[config.mk]
export PLATFORM = sky130hd
export DESIGN_NAME = seg_page_scheduler
export DESIGN_NICKNAME = d
export VERILOG_FILES = /design/src/rtl/seg_page_scheduler.sv
export SDC_FILE = /design/constraint.sdc
export NUM_CORES = 1
export LEC_CHECK = 0
export CORE_MARGIN = 3
export CORE_UTILIZATION = 59
export DETAILED_ROUTE_END_ITERATION = 8
export GPL_ROUTABILITY_DRIVEN = 1
export PLACE_DENSITY = 0.95
export SYNTH_ARGS = -nofsm -noshare
export SYNTH_HDL_FRONTEND = slang
export SYNTH_SLANG_ARGS = --single-unit
[constraint.sdc]
create_clock -name segclk -period 4.1 [get_ports segclk]
set_input_delay 0.82 -clock segclk [delete_from_list [all_inputs] [get_ports segclk]]
set_output_delay 0.82 -clock segclk [all_outputs]
set_load 0.02 [all_outputs]
[src/rtl/seg_page_scheduler.sv]
// seg_page_scheduler
// Chooses what the 4-digit 7-segment display shows. It alternates between a
// Player-1 and a Player-2 score page. A message request pre-empts the rotation
// for a fixed hold time and then acknowledges the requester.
// Optional build macro: SEG_LEAD_BLANK_EN blanks the tens digit of scores
// below 10 on the score pages.
// Glyph codes are active-low gfedcba, with the leftmost digit in [27:21].

module seg_page_scheduler #(
    parameter int PAGE_CYCLES = 1024,
    parameter int MSG_CYCLES  = 2048,
    parameter int TW          = 12
) (
    input  logic        segclk,
    input  logic        clr,
    input  logic [6:0]  p1_score,
    input  logic [6:0]  p2_score,
    input  logic        msg_req,
    input  logic [27:0] msg_glyphs,
    output logic        msg_ack,
    output logic [27:0] glyphs,
    output logic [1:0]  page_id
);

    typedef enum logic [1:0] {
        S_P1  = 2'b00,
        S_P2  = 2'b01,
        S_MSG = 2'b10
    } state_t;

    localparam logic [TW-1:0] PAGE_LAST = TW'(PAGE_CYCLES - 1);
    localparam logic [TW-1:0] MSG_LAST  = TW'(MSG_CYCLES - 1);

    localparam logic [6:0]  GLYPH_BLANK = 7'b1111111;
    localparam logic [6:0]  GLYPH_P     = 7'b0001100;
    localparam logic [6:0]  GLYPH_ONE   = 7'b1111001;
    localparam logic [6:0]  GLYPH_TWO   = 7'b0100100;
    localparam logic [27:0] PAGE_BLANK  = {4{GLYPH_BLANK}};

    state_t        state, state_nxt;
    logic [TW-1:0] timer, timer_nxt;
    logic [27:0]   msg_latch, latch_nxt;
    logic          ret_p2, ret_nxt;
    logic          ack_nxt;
    logic [27:0]   glyphs_nxt;
    logic [1:0]    page_nxt;
    logic [27:0]   p1_page, p2_page;

    // Decimal digit to active-low gfedcba code.
    function automatic logic [6:0] seg_digit(input logic [3:0] d);
        case (d)
            4'd0:    return 7'b1000000;
            4'd1:    return 7'b1111001;
            4'd2:    return 7'b0100100;
            4'd3:    return 7'b0110000;
            4'd4:    return 7'b0011001;
            4'd5:    return 7'b0010010;
            4'd6:    return 7'b0000010;
            4'd7:    return 7'b1111000;
            4'd8:    return 7'b0000000;
            4'd9:    return 7'b0010000;
            default: return GLYPH_BLANK;
        endcase
    endfunction

    // Builds one score page "P<n><tens><units>". Scores above 99 saturate so the
    // display never needs a third digit.
    function automatic logic [27:0] score_page(input logic [6:0] score,
                                               input logic       player2);
        logic [6:0] sat;
        logic [3:0] tens;
        logic [3:0] units;
        logic [6:0] tens_g;
        sat    = (score > 7'd99) ? 7'd99 : score;
        tens   = 4'(sat / 7'd10);
        units  = 4'(sat % 7'd10);
        tens_g = seg_digit(tens);
`ifdef SEG_LEAD_BLANK_EN
        if (sat < 7'd10) tens_g = GLYPH_BLANK;
`else
        tens_g = seg_digit(tens);
`endif
        return {GLYPH_P, (player2 ? GLYPH_TWO : GLYPH_ONE), tens_g, seg_digit(units)};
    endfunction

    // State, timer, message latch, return page and ack pulse registers.
    always_ff @(posedge segclk or negedge clr) begin
        if (!clr) begin
            state     <= S_P1;
            timer     <= '0;
            msg_latch <= PAGE_BLANK;
            ret_p2    <= 1'b0;
            msg_ack   <= 1'b0;
        end else begin
            state     <= state_nxt;
            timer     <= timer_nxt;
            msg_latch <= latch_nxt;
            ret_p2    <= ret_nxt;
            msg_ack   <= ack_nxt;
        end
    end

    // Next-state logic. A request wins over page rotation, and the request is
    // masked during the ack cycle so a held request produces a fresh grant
    // one cycle later instead of a grant on the same cycle as the ack.
    always_comb begin
        state_nxt = state;
        timer_nxt = timer + TW'(1);
        latch_nxt = msg_latch;
        ret_nxt   = ret_p2;
        ack_nxt   = 1'b0;
        case (state)
            S_P1, S_P2: begin
                if (msg_req && !msg_ack) begin
                    state_nxt = S_MSG;
                    timer_nxt = '0;
                    latch_nxt = msg_glyphs;
                    ret_nxt   = (state == S_P2);
                end else if (timer == PAGE_LAST) begin
                    state_nxt = (state == S_P1) ? S_P2 : S_P1;
                    timer_nxt = '0;
                end
            end
            S_MSG: begin
                if (timer == MSG_LAST) begin
                    ack_nxt   = 1'b1;
                    state_nxt = ret_p2 ? S_P2 : S_P1;
                    timer_nxt = '0;
                end
            end
            default: begin
                state_nxt = S_P1;
                timer_nxt = '0;
            end
        endcase
    end

    // Score pages are built from the live scores every cycle.
    always_comb begin
        p1_page = score_page(p1_score, 1'b0);
        p2_page = score_page(p2_score, 1'b1);
    end

    // Selects the content for the current state. It is registered below, so
    // the display lags the state by one cycle.
    always_comb begin
        glyphs_nxt = p1_page;
        page_nxt   = 2'b00;
        case (state)
            S_P1: begin
                glyphs_nxt = p1_page;
                page_nxt   = 2'b00;
            end
            S_P2: begin
                glyphs_nxt = p2_page;
                page_nxt   = 2'b01;
            end
            S_MSG: begin
                glyphs_nxt = msg_latch;
                page_nxt   = 2'b10;
            end
            default: begin
                glyphs_nxt = PAGE_BLANK;
                page_nxt   = 2'b00;
            end
        endcase
    end

    // Output registers that feed the digit-scan FSM. They show a blank display
    // while reset is asserted.
    always_ff @(posedge segclk or negedge clr) begin
        if (!clr) begin
            glyphs  <= PAGE_BLANK;
            page_id <= 2'b00;
        end else begin
            glyphs  <= glyphs_nxt;
            page_id <= page_nxt;
        end
    end

endmodule

==> results of run 1 <==
-- through the flow --
step / cells / cell area, µm²
3_5_place_dp: 794 / 6580
2_1_floorplan: 547 / 5150
4_1_cts: 840 / 7360
3_3_place_gp: 794 / 6580
-- logic make-up after synthesis --
family	Yosys count
AOI/OAI and AO/OA	161
muxes	34
DFF	74
buffers and inverters	56
adders and majority gates	31
xor gates and xnor gates	11
and+or+nand+nor	180
-- per-layer routing --
metal	track usage, %	overflow
met1	84.0	3
met2	114	378
met3	74.6	1
met4	98.4	139
met5	14.4	0
-- what timing repair did --
action	CTS
setup endpoints to repair	14
setup buffers	31
pin swaps	34
gates resized for setup	100
hold buffers	0
gates cloned	0
==> impl_metrics.json, run 1 <==
{
  "synth_top_family_by_area": "compound AO/OA/AOI/OAI gates",
  "pin_count": 76,
  "fp-row-count": 32,
  "error": "[ERROR GRT-0232] Routing congestion too high. Check the congestion heatmap in the GUI.",
  "clk_path_buf_depth": 2,
  "stop_stage": "5_1_grt",
  "dieHeight_um": 98.2,
  "synth_enable_flop_cells": 0,
  "hpwl_mm": 12.2,
  "fp.dieW_um": 98.2,
  "synth_top_area_share_pct": 29.3,
  "syn_inst": 547,
  "dpl_worst_slack_ns": -1.18,
  "status": "aborted with a tool error",
  "gr-usage-all-layers_pct": 90.6,
  "yosys_most_used_dff": "dfstp_2",
  "synthArstFlopShare_pct": 100,
  "yosys_warnings": 0,
  "synth_top_cells_by_count": "nor2_1, dfstp_2, o21ai_0",
  "port_buffers": 75,
  "place.gp.congestion": 0.955,
  "syn-num-nets": 623,
  "start_util_pct": 62.9,
  "ys_ff_latch": 74,
  "gr-total-overflow": 521,
  "syn_area_um2": 5010,
  "avgSynthCellArea_um2": 9.17,
  "synthSimpleGateAreaFrac_pct": 17.7,
  "yosys.area_share.adder_pct": 7.74,
  "grt_max_degree": 51,
  "worst-ep-kind": "register input",
  "cts_buffers": 9,
  "synth.top_cells.by_area": "dfstp_2, dfrtp_1, ha_1",
  "synth_xor_area_share_pct": 1.92,
  "root_buffer": "clkbuf_8",
  "yosys.area.top_type": "dfstp_2",
  "synthDistinctLibCells": 76,
  "muxShareOfSynthArea_pct": 7.54,
  "yosysMostFrequentCell": "nor2_1",
  "synth-compound-area-share_pct": 22.2,
  "clock-sinks": 74,
  "cts-htree-levels": 3,
  "synth-seq-area-share_pct": 38.3,
  "crit_endpoint": "glyphs[5]$_DFF_PN1_/D"
}
==> inputs of run 2 (changes only) <==
--- a/config.mk
+++ b/config.mk
@@ -6,10 +6,10 @@
 export NUM_CORES = 1
 export LEC_CHECK = 0
 export CORE_MARGIN = 3
-export CORE_UTILIZATION = 59
+export CORE_UTILIZATION = 40
 export DETAILED_ROUTE_END_ITERATION = 8
 export GPL_ROUTABILITY_DRIVEN = 1
-export PLACE_DENSITY = 0.95
+export PLACE_DENSITY_LB_ADDON = 0.15
 export SYNTH_ARGS = -nofsm -noshare
 export SYNTH_HDL_FRONTEND = slang
 export SYNTH_SLANG_ARGS = --single-unit
==> impl_metrics.json, run 2 <==
{
  "status": "finished with violations",
  "violations": "negative setup slack",
  "critPathKind": "primary input to flip-flop",
  "clkSlewWorstSetupHoldPaths_ns": 0.06,
  "final_common_cell": "buf_4",
  "powerDensity_nw_per_um2": 484,
  "fmax_mhz": 240,
  "syn_area_um2": 5010,
  "finalNetCount": 816,
  "antenna_found_initial": 0,
  "synth_enable_flop_cells": 0,
  "coreArea_um2": 12100,
  "clkLatencyLatePin_ns": 0.33,
  "avgSynthCellArea_um2": 9.17,
  "rr_worst_depth": 5,
  "post-route-period-util_pct": 102,
  "yosys_most_used_dff": "dfstp_2",
  "grt_pass1_vias": 5052,
  "fp.dieW_um": 118,
  "n_antenna_cell": 0,
  "synth_top_cells_by_count": "nor2_1, dfstp_2, o21ai_0",
  "pin_count": 76,
  "final-setup-viol-count": 6,
  "cpPeakStageDelay_ns": 0.37,
  "syn_inst": 547,
  "holdPathEnd": "glyphs[16]",
  "worst_path_max_delay_cell": "or3_4",
  "layout-drive-gt1-share_pct": 45.6,
  "syn-num-nets": 623,
  "hold_buffers": 0,
  "vias": 4960,
  "cts_buffers": 9,
  "cpMostUsedCell": "ha_4",
  "setup_ws_ns": -0.0650,
  "drc": 0,
  "reg2reg_from": "state[0]",
  "worstMarginPinSlew_ns": 0.895,
  "fp-row-count": 40,
  "top_regs": "glyphs: 28 flops, msg_latch: 28 flops, timer: 12 flops",
  "synthDistinctLibCells": 76,
  "yosys.area.top_type": "dfstp_2",
  "fin_util_pct": 64.2,
  "routed_wl_mm": 14.9,
  "r2r_end": "timer[10]",
  "ir_worst_vdd_uv": 353,
  "grt_max_degree": 44,
  "clock-sinks": 74,
  "cap_viol_max_count": 0,
  "maxSlewHeadroom_pct": 39.8,
  "r2r_slack_ns": 1.39,
  "finalMaxSlewViolations": 0,
  "arrival_ns": 4.41,
  "ys_ff_latch": 74,
  "clock_skew_ns": 0.00663,
  "start_util_pct": 41.4,
  "cp-end-kind": "flip-flop",
  "grt_first_pass_wirelength_mm": 24.3,
  "hp-class": "flip-flop to flip-flop",
  "ant_nets": 0,
  "rsz0062_at_grt": "yes",
  "clk_path_buf_depth": 2,
  "hold_start": "msg_latch[16]",
  "crit_buf_inv": 3,
  "cts-htree-levels": 3,
  "crit_family": "compound AO/OA/AOI/OAI gates",
  "routedWlPerCell_um": 16.3,
  "required_ns": 4.35,
  "detail_route.iter0.violations": 378,
  "dieHeight_um": 118,
  "root_buffer": "clkbuf_16",
  "yosys_warnings": 0,
  "layout_min_cycle_time_ns": 4.16,
  "leakagePower_nw": 3.24,
  "tritoncts": "built",
  "area.growth.synth_to_final_pct": 55.2,
  "crit_path_max_fanout": 5,
  "power_mw": 3.77,
  "crit_chain": "buf_8 > a21oi_4 > ha_4 > o21ai_2 > a22o_1 > ha_4 > o32a_1 > a21o_1 > o21a_1 > or3_4 > and2_4 > ha_4 > a22oi_2 > a21o_1 > inv_2 > xnor2_4 > inv_2 > ha_4 > nor3_4 > a211oi_2 > o211ai_1",
  "synth-seq-area-share_pct": 38.3,
  "most-common-layout-cells": "buf_4, clkdlybuf4s50_1, nor2_1, dfstp_2, nand2_1",
  "hpwl_mm": 10.6,
  "gr-usage-all-layers_pct": 20.9,
  "hold_viol": 0,
  "synthArstFlopShare_pct": 100,
  "synth_top_area_share_pct": 29.3,
  "place.gp.congestion": 0.878,
  "hold_slack_ns": 0.469,
  "yosysMostFrequentCell": "nor2_1",
  "vias_per_cell": 5.43,
  "port_buffers": 75,
  "startpoint_type": "primary input",
  "synth.top_cells.by_area": "dfstp_2, dfrtp_1, ha_1",
  "gr-total-overflow": 0,
  "firstDrtPassIters": 4,
  "die-area_um2": 13900,
  "holdPathStages": 2
}
-- run 2: cell counts after synthesis --
No cell type changed its count.
-- run 2: stage by stage --
| step | setup slack [ns] | setup TNS, ns | instances | cell area [µm²] |
|---|---|---|---|---|
| 2_1_floorplan | -0.673 | -6.57 | 547 | 5150 |
| 3_3_place_gp | -0.912 | -10.87 | 868 | 6720 |
| 3_5_place_dp | -1.00 | -12.55 | 868 | 6720 |
| 4_1_cts | -0.0374 | -0.0518 | 907 | 7520 |
| 5_1_grt | -0.242 | -1.99 | 913 | 7780 |
| 6_report | -0.0650 | -0.227 | 913 | 7780 |
-- run 2: cell type report --
cell class / instances / area (µm²)
repair buffers: 207 / 1750
clock buffers: 11 / 264
inverters: 31 / 124
flip-flops and latches: 74 / 1920
well taps: 168 / 210
multi-input cells: 417 / 3440
clock inverters: 5 / 65.1
fillers: 1037 / 4330
-- run 2: metal layers --
metal  track usage (%)  vias up  wire [µm]
li1                  -     2387          -
met1              26.5     2473       6570
met2              37.0       91       7670
met5                 0        -          0
met3              3.60        9        519
met4              4.84        0        147
-- run 2: how the worst max path moves through the flow --
stage                            to   startpoint  slack, ns  depth (start not counted)
after floorplan           glyphs[4]  p1_score[4]      -0.67                         26
final                     glyphs[5]  p1_score[6]      -0.06                         21
after CTS                 glyphs[4]  p1_score[6]      -0.04                         21
after global placement    glyphs[3]  p1_score[4]      -0.91                         21
after detailed placement  glyphs[3]  p1_score[4]      -1.00                         22
after global routing      glyphs[5]  p1_score[6]      -0.24                         21
-- run 2: tightest hold or removal path, cell delays in order, from the launching register on --
cell	delay, ns
dfstp_2	0.37
nand2_1	0.05
nand2_1	0.05
-- run 2: power by group --
| group | internal, mW | leakage [nW] | switching, mW | total, mW |
|---|---|---|---|---|
| sequential | 1.12 | 0.823 | 0.121 | 1.24 |
| combinational | 0.848 | 2.26 | 0.828 | 1.68 |
| clock | 0.532 | 0.162 | 0.314 | 0.846 |
| total | 2.50 | 3.24 | 1.26 | 3.76 |
-- run 2: cell families after synthesis --
kind of cell	after synthesis	share of synthesized area [%]
multiplexers	34	7.54
XOR/XNOR	11	1.92
AND/OR/NAND/NOR	180	17.7
flip-flops	74	38.3
buffers and inverters	56	4.62
AO/OA/AOI/OAI	161	22.2
adder cells (fa/ha/maj)	31	7.74
-- run 2: repair_timing --
| item | 4_1_cts | 5_1_grt |
|---|---|---|
| endpoints found under the setup margin | 14 | 14 |
| gates resized for setup | 85 | 48 |
| setup buffers | 23 | 7 |
| pin swaps | 35 | 34 |
| endpoints found under the hold margin | 0 | 0 |
Note: power is estimated with default switching activity, not from simulation.
